`config.mk`:
```
export PLATFORM = sky130hd
export DESIGN_NAME = line_clear_seq_flat
export DESIGN_NICKNAME = d
export VERILOG_FILES = /design/src/rtl/line_clear_seq_if.sv /design/src/rtl/line_clear_seq.sv /design/src/flat_wrapper.sv
export SDC_FILE = /design/constraint.sdc
export NUM_CORES = 1
export LEC_CHECK = 0
export CAP_MARGIN = 15
export CORE_AREA = 2 2 65 67
export CTS_BUF_LIST = sky130_fd_sc_hd__clkbuf_2 sky130_fd_sc_hd__clkbuf_4 sky130_fd_sc_hd__clkbuf_8
export DETAILED_ROUTE_END_ITERATION = 10
export DIE_AREA = 0 0 67 69
export DONT_BUFFER_PORTS = 1
export PLACE_DENSITY_LB_ADDON = 0.1
export SKIP_CTS_REPAIR_TIMING = 1
export SYNTH_ARGS = -nofsm -noshare
export SYNTH_HDL_FRONTEND = slang
export SYNTH_SLANG_ARGS = --single-unit
```
`constraint.sdc`:
```
create_clock -name clk -period 2.3 [get_ports clk]
set_clock_uncertainty 0.1 [all_clocks]
set_input_delay 0.23 -clock clk [delete_from_list [all_inputs] [get_ports clk]]
set_output_delay 0.23 -clock clk [all_outputs]
set_load 0.01 [all_outputs]
```
`src/rtl/line_clear_seq_if.sv`:
```
//------------------------------------------------------------------------------
// Module : line_clear_seq_if
// Brief  : Handshake, score and playfield row-port bundle for line_clear_seq.
// Rev    : 1.0  initial release
//------------------------------------------------------------------------------
`default_nettype none

interface line_clear_seq_if #(
  parameter int WIDTH = 10
);
  logic             start;
  logic             busy;
  logic             done;
  logic [4:0]       lines_cleared;
  logic [9:0]       score;
  logic [4:0]       rd_row;
  logic [WIDTH-1:0] rd_data;
  logic             wr_en;
  logic [4:0]       wr_row;
  logic [WIDTH-1:0] wr_data;

  // Sequencer side
  modport master (
    input  start, rd_data,
    output busy, done, lines_cleared, score, rd_row, wr_en, wr_row, wr_data
  );

  // Game logic / playfield side
  modport slave (
    output start, rd_data,
    input  busy, done, lines_cleared, score, rd_row, wr_en, wr_row, wr_data
  );
endinterface

`default_nettype wire

```
`src/rtl/line_clear_seq.sv`:
```
//------------------------------------------------------------------------------
// Module : line_clear_seq
// Brief  : Bottom-up line-clear pass: compacts surviving rows, zero-fills top.
// Rev    : 1.0  initial release
//------------------------------------------------------------------------------
`default_nettype none

module line_clear_seq #(
  parameter int WIDTH     = 10,
  parameter int DEPTH     = 20,
  parameter int SCORE_MAX = 999
) (
  input  wire logic        clk,
  input  wire logic        rst_n,
  line_clear_seq_if.master bus
);

  typedef enum logic [2:0] {
    S_IDLE = 3'd0,
    S_RD   = 3'd1,
    S_EVAL = 3'd2,
    S_FILL = 3'd3,
    S_FIN  = 3'd4
  } state_t;

  localparam logic [4:0]  LAST_ROW = 5'(DEPTH - 1);
  localparam logic [10:0] SAT_VAL  = 11'(SCORE_MAX);

  state_t      state_q, state_d;
  logic [4:0]  r_q, r_d;
  logic [4:0]  w_q, w_d;
  logic [4:0]  cnt_q, cnt_d;
  logic [4:0]  lines_q, lines_d;
  logic [9:0]  score_q, score_d;
  logic [10:0] sum;
  logic        row_full;

  assign row_full = &bus.rd_data;

  always_ff @(posedge clk or negedge rst_n) begin
    if (!rst_n) begin
      state_q <= S_IDLE;
      r_q     <= '0;
      w_q     <= '0;
      cnt_q   <= '0;
      lines_q <= '0;
      score_q <= '0;
    end else begin
      state_q <= state_d;
      r_q     <= r_d;
      w_q     <= w_d;
      cnt_q   <= cnt_d;
      lines_q <= lines_d;
      score_q <= score_d;
    end
  end

  always_comb begin
    state_d     = state_q;
    r_d         = r_q;
    w_d         = w_q;
    cnt_d       = cnt_q;
    lines_d     = lines_q;
    score_d     = score_q;
    sum         = '0;
    bus.busy    = 1'b0;
    bus.done    = 1'b0;
    bus.rd_row  = '0;
    bus.wr_en   = 1'b0;
    bus.wr_row  = '0;
    bus.wr_data = '0;

    case (state_q)
      S_IDLE: begin
        if (bus.start) begin
          r_d     = LAST_ROW;
          w_d     = LAST_ROW;
          cnt_d   = '0;
          state_d = S_RD;
        end
      end

      S_RD: begin
        bus.busy   = 1'b1;
        bus.rd_row = r_q;
        state_d    = S_EVAL;
      end

      S_EVAL: begin
        bus.busy   = 1'b1;
        bus.rd_row = r_q;
        if (row_full) begin
          cnt_d = cnt_q + 5'd1;
        end else begin
          w_d = w_q - 5'd1;
          // A survivor that has not moved yet is already in place.
          if (w_q != r_q) begin
            bus.wr_en   = 1'b1;
            bus.wr_row  = w_q;
            bus.wr_data = bus.rd_data;
          end
        end
        if (r_q != 5'd0) begin
          r_d     = r_q - 5'd1;
          state_d = S_RD;
        end else begin
          state_d = (cnt_d != 5'd0) ? S_FILL : S_FIN;
        end
      end

      S_FILL: begin
        bus.busy   = 1'b1;
        bus.wr_en  = 1'b1;
        bus.wr_row = w_q;
        if (w_q == 5'd0) begin
          state_d = S_FIN;
        end else begin
          w_d = w_q - 5'd1;
        end
      end

      S_FIN: begin
        bus.busy = 1'b1;
        bus.done = 1'b1;
        lines_d  = cnt_q;
        sum      = {1'b0, score_q} + {6'd0, cnt_q};
        score_d  = (sum > SAT_VAL) ? SAT_VAL[9:0] : sum[9:0];
        state_d  = S_IDLE;
      end

      default: state_d = S_IDLE;
    endcase
  end

  assign bus.lines_cleared = lines_q;
  assign bus.score         = score_q;

endmodule

`default_nettype wire

```
`src/flat_wrapper.sv`:
```
// flat-port wrapper written by rule: the top's interface ports become plain ports
module line_clear_seq_flat 
#(
  parameter int WIDTH     = 10,
  parameter int DEPTH     = 20,
  parameter int SCORE_MAX = 999
)
  (clk, rst_n, bus_start, bus_rd_data, bus_busy, bus_done, bus_lines_cleared, bus_score, bus_rd_row, bus_wr_en, bus_wr_row, bus_wr_data);
  line_clear_seq_if #(.WIDTH(WIDTH)) bus_i ();
  input  wire logic clk;
  input  wire logic rst_n;
  input wire logic [$bits(bus_i.start)-1:0] bus_start;
  input wire logic [$bits(bus_i.rd_data)-1:0] bus_rd_data;
  output wire logic [$bits(bus_i.busy)-1:0] bus_busy;
  output wire logic [$bits(bus_i.done)-1:0] bus_done;
  output wire logic [$bits(bus_i.lines_cleared)-1:0] bus_lines_cleared;
  output wire logic [$bits(bus_i.score)-1:0] bus_score;
  output wire logic [$bits(bus_i.rd_row)-1:0] bus_rd_row;
  output wire logic [$bits(bus_i.wr_en)-1:0] bus_wr_en;
  output wire logic [$bits(bus_i.wr_row)-1:0] bus_wr_row;
  output wire logic [$bits(bus_i.wr_data)-1:0] bus_wr_data;
  assign bus_i.start = bus_start;
  assign bus_i.rd_data = bus_rd_data;
  assign bus_busy = bus_i.busy;
  assign bus_done = bus_i.done;
  assign bus_lines_cleared = bus_i.lines_cleared;
  assign bus_score = bus_i.score;
  assign bus_rd_row = bus_i.rd_row;
  assign bus_wr_en = bus_i.wr_en;
  assign bus_wr_row = bus_i.wr_row;
  assign bus_wr_data = bus_i.wr_data;
  line_clear_seq #(.WIDTH(WIDTH), .DEPTH(DEPTH), .SCORE_MAX(SCORE_MAX)) u_core (.clk(clk), .rst_n(rst_n), .bus(bus_i));
endmodule
```
# Word-level counts from Yosys, hierarchy flattened

Cells that the tools add are included.

Bits in read-only memories: 0
Memories kept: 0
Bits in latches: 0
Bits of input ports: 13
Output and inout bits: 38
Bits in writable memories: 0
Register bits: 33

Div/mod/pow operators: 0
Muxes and demuxes: 28
Multiply operators: 0
Add/subtract/negate cells: 4
Equal/unequal tests: 10
Bitwise operators: 0
Order comparisons: 1
Shift-type cells: 0
Reduce and logical (&&, ||, !) cells: 13

Operators by type and width:

| kind                                                             | number |
|---|---|
| two-way mux 5 bit                                                | 10 |
| two-way mux 10 bit                                               | 4 |
| one-hot mux 5 bit (2 select lines)                               | 3 |
| one-hot mux 5 bit (3 select lines)                               | 1 |
| two-way mux 3 bit                                                | 4 |
| one-hot mux 3 bit (4 select lines)                               | 1 |
| adder 10 x 5 -> 11 bit                                           | 1 |
| greater-than comparator 11 x 10 -> 1 bit (second input constant) | 1 |
| AND reduction 10 bit                                             | 1 |
| nonzero test 5 bit                                               | 2 |
| subtractor 5 x 1 -> 5 bit (second input constant)                | 2 |
| == test 3 x 2 -> 1 bit (second input constant)                   | 2 |
| != test 2 bit (second input constant)                            | 3 |
| adder 5 x 1 -> 5 bit (second input constant)                     | 1 |
| logical NOT 5 bit                                                | 1 |
| != test 5 bit                                                    | 1 |
| two-way mux 1 bit                                                | 4 |
| != test 2 x 1 -> 1 bit (second input constant)                   | 2 |
| AND reduction 2 bit                                              | 2 |
| AND reduction 4 bit                                              | 1 |
| OR reduction 4 bit                                               | 1 |
| == test 3 x 1 -> 1 bit (second input constant)                   | 1 |
| == test 3 bit (second input constant)                            | 1 |
| logical NOT 3 bit                                                | 1 |
| 5 further kinds                                                  | 5 |

# Longest topological paths before layout

Gate-level depths: netlist of run 1.

Word-level depth: 7
Gate-level depth with buffers: 9
Mapped depth without buffers: 9

# Least setup slack after synthesis of run 1

Ideal clock, no wire load.

Path type: flip-flop to flip-flop
Start: register u_core.cnt_q[0]
End: register u_core.score_q[4] (netlist: u_core.bus.score[4])
Stages on the path, launching flop included: 10
Period minus slack after synthesis: 2.429 ns
Path buffers: 0
Setup slack: -0.129 ns
Arrival time: 2.205 ns
Library setup time: 0.124 ns
Required time: 2.076 ns
Path through: dfrtp_1 ha_1 inv_1 fa_1 nor2b_4 o211a_1 o21ai_1 nor4_2 nor2_1 o31a_1

Word-level cells in the longest chain between the ends: 3

RTL lines:

| item                                     | line                  | text |
|---|---|---|
| from (decl)                              | line_clear_seq.sv:32  | `logic [4:0] cnt_q, cnt_d;` |
| from (signal assigned)                   | line_clear_seq.sv:52  | `cnt_q <= cnt_d;` |
| adder 10 x 5 -> 11 bit *                 | line_clear_seq.sv:126 | `sum = {1'b0, score_q} + {6'd0, cnt_q};` |
| greater-than comparator 11 x 10 -> 1 bit | line_clear_seq.sv:127 | `score_d = (sum > SAT_VAL) ? SAT_VAL[9:0] : sum[9:0];` |
| two-way mux 10 bit *                     | line_clear_seq.sv:127 |  |
| to (signal assigned)                     | line_clear_seq.sv:54  | `score_q <= score_d;` |
| to (decl)                                | line_clear_seq.sv:34  | `logic [9:0] score_q, score_d;` |

Every way passes the cells marked *; elsewhere a longest branch is shown, timed or not.
A chain may end at the register's enable or synchronous reset.

# Worst setup path in the final report of run 1

Same ends and word-level chain as after synthesis.

==> flow_summary.ini, run 1 <==
[route]
num_vias = 1982
drt_iter0_markers = 122
post_drt_via_cell_ratio = 5.85
ant_nets = 0
drt_wl_total_um = 5250
dr.pass1.iters = 4
drt-wirelength-per-cell_um = 15.5
drc = 0

[sta]
worst_slack_ps = -120
maxSlewHeadroom_pct = 74.6
rsz0062_at_grt = yes
fin_crit_ps = 2420
timing.final.max_slew_violations = 0
fmax_ghz = 0.413
final.period_utilization_pct = 105
finalHoldViolCount = 0
finalSetupViolCount = 5
worst_slew_pin_slew_ps = 378

[logic_synthesis]
netlist_instances = 258
syn-num-nets = 281
synth_seq_area_share_pct = 36.0
synth_top_area_share_pct = 36.0
ys_top_cells_by_area = dfrtp_1 36%, nand2_1 5.4%, ha_1 4.9%
avgSynthCellArea_um2 = 8.88
yosys_most_used_dff = dfrtp_1
synth_area_leader_cell = dfrtp_1
ys_seq_elements = 33
yosysWarnings = 0
syn-cell-area_mm2 = 0.00229
synth_edf_count = 0
async_reset_ff_share_pct = 100
ys_types = 60

[worst_setup_path]
crit_arrival_ps = 2490
critPathSlowestCell = or3_1
cp.required_ps = 2380
worstSetupPathType = reg -> reg
critPathBufInv = 1
worstSetupEndpointType = flop
rrSetupSlack_ps = -120
r2r_cells = 9
critPathTopFamily = simple AND/OR/NAND/NOR gates
reg2reg_to = u_core.bus.score[4]
critical-path-max-stage-delay_ps = 390
cp_max_fo = 4
cp-start-kind = flop
cp_cell_sequence = ha_2, inv_2, fa_2, nor2b_4, o211a_4, or3_1, mux2i_2, nor2_2, o31a_1
reg2reg_from = u_core.cnt_q[0]

[worst_hold_path]
min_from = bus_start
whs_path_depth = 3
hold_end = u_core.state_q[0]
hold_class = in -> reg

[place]
dp_slack_ps = -11.4
dpl_cell_area_mm2 = 0.00248
dp_hpwl_um = 3800
gp_congestion = 0.868
portBuffers = 0
dp.cells = 323

[pwr]
pwr-share-seq_pct = 35.0
power_density_mw_per_mm2 = 957
switching_power_mw = 1.11
p_leak_nw = 1.27
swShare_pct = 42.6
finalPower_mw = 2.61
ir_drop_v = 0.000721
pwr-share-clk_pct = 18.8
p_int_mw = 1.50
combPwrFrac_pct = 46.2

[status]
violations = negative setup slack
status = finished, violations left

[global_routing]
grt_overflow = 0
antenna_found_initial = 0
grtUsageTotal_pct = 24.0
grt_pass1_vias = 1886
grt_max_degree = 34
grt_pass1_wl_um = 8630

[cts]
clkLatencyLatePin_ps = 290
cts_sinks = 33
cts_root_buffer = clkbuf_8
cts_made_buffers = 5
clkTransAtPathRegs_ps = 70
cts_htree_levels = 2
cts_tree = yes
clock_path_buffers = 2

[cells_and_area]
diodes = 0
seq_area_um2 = 826
syn_to_final_growth_pct = 19.2
n_fill_cell = 334
stdcell_count = 339
multi_input_area_mm2 = 0.00142
post-route-util_pct = 69.8
fin_area_mm2 = 0.00273
final_net_count = 311
drive_gt1_share_pct = 25.3
final_cell_mix = 33 x nand2_1, 33 x dfrtp_1, 32 x buf_4

[floorplanning]
ios = 51
die_x_um = 67
row_count = 23
die_h_um = 69
dieArea_mm2 = 0.00462
initial_core_util_pct = 58.5
core_area_mm2 = 0.00391

[job]
drv_cap = 0
[cell usage after synthesis, types with 2 or more instances]
| cell | instances |
|---|---|
| a211o_1 | 2 |
| a21oi_1 | 6 |
| a22o_1 | 2 |
| a31oi_1 | 2 |
| a41oi_1 | 2 |
| and2_1 | 17 |
| buf_2 | 2 |
| buf_6 | 4 |
| clkbuf_1 | 4 |
| dfrtp_1 | 33 |
| ha_1 | 9 |
| inv_1 | 12 |
| mux2_2 | 2 |
| mux2i_1 | 2 |
| nand2_1 | 33 |
| nand2b_1 | 3 |
| nand3_1 | 3 |
| nand4_1 | 5 |
| nor2_1 | 20 |
| nor3_1 | 10 |
| o21a_1 | 2 |
| o21ai_0 | 17 |
| o21ai_1 | 2 |
| o21ai_2 | 2 |
| o22ai_1 | 4 |
| o31ai_1 | 8 |
| xnor2_1 | 8 |
| xor2_1 | 10 |
[worst register-to-register path, stage by stage, from the launching register on]
cell and delay, ps:
dfrtp_1 380, ha_2 190, inv_2 60, fa_2 230, nor2b_4 50, o211a_4 240, or3_1 390, mux2i_2 260
nor2_2 110, o31a_1 300
[worst max-delay path by stage]
stage | to | slack [ps] | depth (start not counted) | startpoint
6_report | u_core.bus.score[4] | -120 | 9 | u_core.cnt_q[0]
5_1_grt | u_core.bus.score[4] | -210 | 9 | u_core.cnt_q[0]
4_1_cts | u_core.bus.score[4] | -30 | 7 | u_core.bus.score[1]
3_5_place_dp | u_core.bus.score[4] | -10 | 9 | u_core.bus.score[0]
3_3_place_gp | u_core.bus.score[4] | 10 | 9 | u_core.bus.score[0]
2_1_floorplan | u_core.bus.score[4] | 7 | 9 | u_core.cnt_q[0]
[power by group through the flow]
stage               combinational, mW  sequential, mW  clock [mW]
detailed placement               1.14           0.920           0
CTS                              1.15           0.910       0.496
finish                           1.21           0.915       0.492
global route                     1.35           0.937       0.527
global placement                 1.12           0.916           0
floorplan                       0.956           0.863           0
[registers in the layout (all words and copies together), names as in the netlist]
register and flops:
u_core.state_q 3, u_core.r_q 5, u_core.w_q 5, u_core.bus.lines_cleared 5, u_core.bus.score 10, u_core.cnt_q 5
[logic make-up (layout without fill, tap and decap cells)]
family                     count (synthesis)  after routing  share of synthesized area [%]
and+or+nand+nor                          108            108                           25.8
AOI/OAI and AO/OA                         61             61                           18.2
DFF                                       33             33                           36.0
buffers and inverters                     24             55                           5.41
xor gates and xnor gates                  18             18                           6.88
adders and majority gates                 10             10                           5.79
muxes                                      4              4                           1.86
[routing by layer]
metal | up-vias | routed length, um | track usage (%) | part of all wire [%]
met4 | 0 | 74 | 7.94 | 1.4
met5 | - | 0 | 0 | 0
li1 | 970 | - | - | -
met2 | 53 | 2490 | 38.4 | 47
met1 | 952 | 2420 | 31.7 | 46
met3 | 7 | 273 | 5.55 | 5.2
[stage by stage]
step / TNS [ps] / hold WS [ps]
finish: -334 / 99.4
global route: -1090 / 129
CTS: -48.5 / -479
detailed placement: -11.4 / -165
global placement: 0 / -165
floorplan: 0 / -166
[layout make-up]
class / count / area share [%]
clock buffer: 7 / 3.53
timing repair buffer: 35 / 10.3
tap: 50 / 2.29
inverter: 12 / 1.65
multi-input combinational: 201 / 51.8
sequential: 33 / 30.2
clock inverter: 1 / 0.183
(Power assumes the default switching activity.)
==> run 2, diff against run 1 <==
--- a/config.mk
+++ b/config.mk
@@ -5,12 +5,14 @@
 export SDC_FILE = /design/constraint.sdc
 export NUM_CORES = 1
 export LEC_CHECK = 0
+export ABC_AREA = 1
 export CAP_MARGIN = 15
-export CORE_AREA = 2 2 65 67
+export CORE_AREA = 2 2 68 70
 export CTS_BUF_LIST = sky130_fd_sc_hd__clkbuf_2 sky130_fd_sc_hd__clkbuf_4 sky130_fd_sc_hd__clkbuf_8
 export DETAILED_ROUTE_END_ITERATION = 10
-export DIE_AREA = 0 0 67 69
+export DIE_AREA = 0 0 70 72
 export DONT_BUFFER_PORTS = 1
+export GPL_ROUTABILITY_DRIVEN = 1
 export PLACE_DENSITY_LB_ADDON = 0.1
 export SKIP_CTS_REPAIR_TIMING = 1
 export SYNTH_ARGS = -nofsm -noshare
==> flow_summary.ini, run 2 <==
[global_routing]
antenna_found_initial = 0
grt_max_degree = 34
grt_pass1_wl_um = 9460
grt_pass1_vias = 2119
grt_overflow = 0
grtUsageTotal_pct = 23.7

[cells_and_area]
n_fill_cell = 386
largest_reg_flops = 10
syn_to_final_growth_pct = 11.0
drive_gt1_share_pct = 15.8
final_common_cell = nand2_1
diodes = 0
final_net_count = 409
final_cell_mix = 93 x nand2_1, 66 x inv_1, 46 x nor2_1
stdcell_count = 439

[floorplanning]
ios = 51
die_x_um = 70
dieArea_mm2 = 0.00504
die_h_um = 72
initial_core_util_pct = 58.4
row_count = 24
core_area_mm2 = 0.00426

[cts]
cts_sinks = 33
cts_htree_levels = 2
cts_root_buffer = clkbuf_8
clkTransAtPathRegs_ps = 70
cts_made_buffers = 5
clock_path_buffers = 2
cts_tree = yes
clkLatencyLatePin_ps = 280

[sta]
timing.final.max_slew_violations = 0
fin_crit_ps = 2200
fmax_ghz = 0.454
finalHoldViolCount = 0
worst_slew_pin_slew_ps = 333
final.period_utilization_pct = 95.8
maxSlewHeadroom_pct = 77.6
fin_setup_tns_ps = 0
finalSetupViolCount = 0

[logic_synthesis]
avgSynthCellArea_um2 = 6.75
ys_seq_elements = 33
ys_types = 31
yosysWarnings = 0
syn-cell-area_mm2 = 0.00249
synth_area_leader_cell = dfrtp_1
synth_edf_count = 0
ys_top_cells_by_area = dfrtp_1 33%, nand2_1 14%, inv_1 10%
synth_top_area_share_pct = 33.1
yosys_most_used_dff = dfrtp_1
netlist_instances = 369
synth_common_cells = 96 x nand2_1, 67 x inv_1, 48 x nor2_1, 33 x dfrtp_1, 28 x nand3_1
yosysMostFrequentCell = nand2_1
async_reset_ff_share_pct = 100
syn-num-nets = 392
synth_seq_area_share_pct = 33.1

[place]
dp_hpwl_um = 4300
gp_congestion = 0.906
portBuffers = 0
dp.cells = 425

[worst_hold_path]
hold_class = in -> async

[worst_setup_path]
cp.required_ps = 2380
crit_arrival_ps = 2280
rrSetupSlack_ps = 100
cp-start-kind = flop
worstSetupEndpointType = flop
worstSetupPathType = reg -> reg
cp_max_fo = 7

[route]
drc = 0
post_drt_via_cell_ratio = 5.29
dr.pass1.iters = 5
ant_nets = 0
drt_iter0_markers = 125
drt_wl_total_um = 5750
drt-wirelength-per-cell_um = 13.1
num_vias = 2323

[status]
status = finished clean

[pwr]
ir_drop_v = 0.000798
p_leak_nw = 1.46
power_density_mw_per_mm2 = 1130

[job]
drv_cap = 0
==> run 2: changes by cell type in the layout (fill, tap and decap cells not counted), sizes merged, moves of 5 or more <==
cell   before  now
and2       18    0
nand2      34  107
xor2       10    4
nor3       10    5
inv        12   72
xnor2       8    1
nand3       4   35
buf        34   10
nor2       21   55
o31ai       8    0
==> run 2: final timing paths <==
check,from,endpoint,cells past startpoint
hold / removal,rst_n,u_core.bus.lines_cleared[0],2
min in group clk,bus_start,u_core.w_q[2],5
max in group asynchronous,rst_n,u_core.bus.score[6],2
setup / recovery,u_core.cnt_q[0],u_core.bus.score[2],14
setup reg to reg,u_core.cnt_q[0],u_core.bus.score[2],14
hold reg to reg,u_core.r_q[4],u_core.r_q[4],2
==> run 2: critical path, cell delays in order, from the launching register on <==
cell	delay, ps
dfrtp_1	360
ha_2	190
inv_1	50
fa_2	340
inv_2	70
nand2_2	60
nand2_2	110
nand3_1	90
nand2_1	130
xor2_2	200
nor2_2	90
nand2_4	120
nand3_2	70
nand2_1	70
inv_1	40
==> run 2: cell families after synthesis <==
family,Yosys count,share of synthesized area (%)
AND/OR/NAND/NOR,212,40.7
buffers and inverters,73,11.0
AO/OA/AOI/OAI,36,8.04
flip-flops,33,33.1
adder cells (fa/ha/maj),10,5.32
XOR/XNOR,5,1.76
==> run 2: layer usage <==
metal  GRT usage [%]  part of all wire, %  vias up
li1                -                    -     1186
met1            29.8                   44     1057
met2            39.7                   48       68
met3            5.69                  6.0       12
met4            9.62                  2.2        0
met5               0                    0        -
==> run 2: layout make-up <==
type	instances	area, um2	area share (%)
Sequential cell	33	826	29.9
Clock inverter	2	10.0	0.362
Multi-Input combinational cell	263	1420	51.4
Clock buffer	6	76.3	2.76
Inverter	72	270	9.77
Tap cell	52	65.1	2.35
Timing Repair Buffer	11	97.6	3.53
==> run 2: metrics by stage <==
| stage | util (%) | area, um2 | worst slack (ps) | power [mW] | hold slack [ps] |
|---|---|---|---|---|---|
| final | 64.9 | 2770 | 96.3 | 3.13 | 284 |
| after global routing | 64.9 | 2770 | -43.4 | 3.41 | 295 |
| after CTS | 62.8 | 2680 | -5.55 | 3.09 | -473 |
| after detailed placement | 60.7 | 2590 | 17.0 | 2.64 | -165 |
| after global placement | 60.7 | 2590 | 147 | 2.62 | -165 |
| after floorplan | - | 2490 | 195 | 2.30 | -166 |
==> run 2: report_power, final <==
group	switching (mW)	internal (mW)
registers	0.261	0.783
logic	1.14	0.511
clock network	0.215	0.222
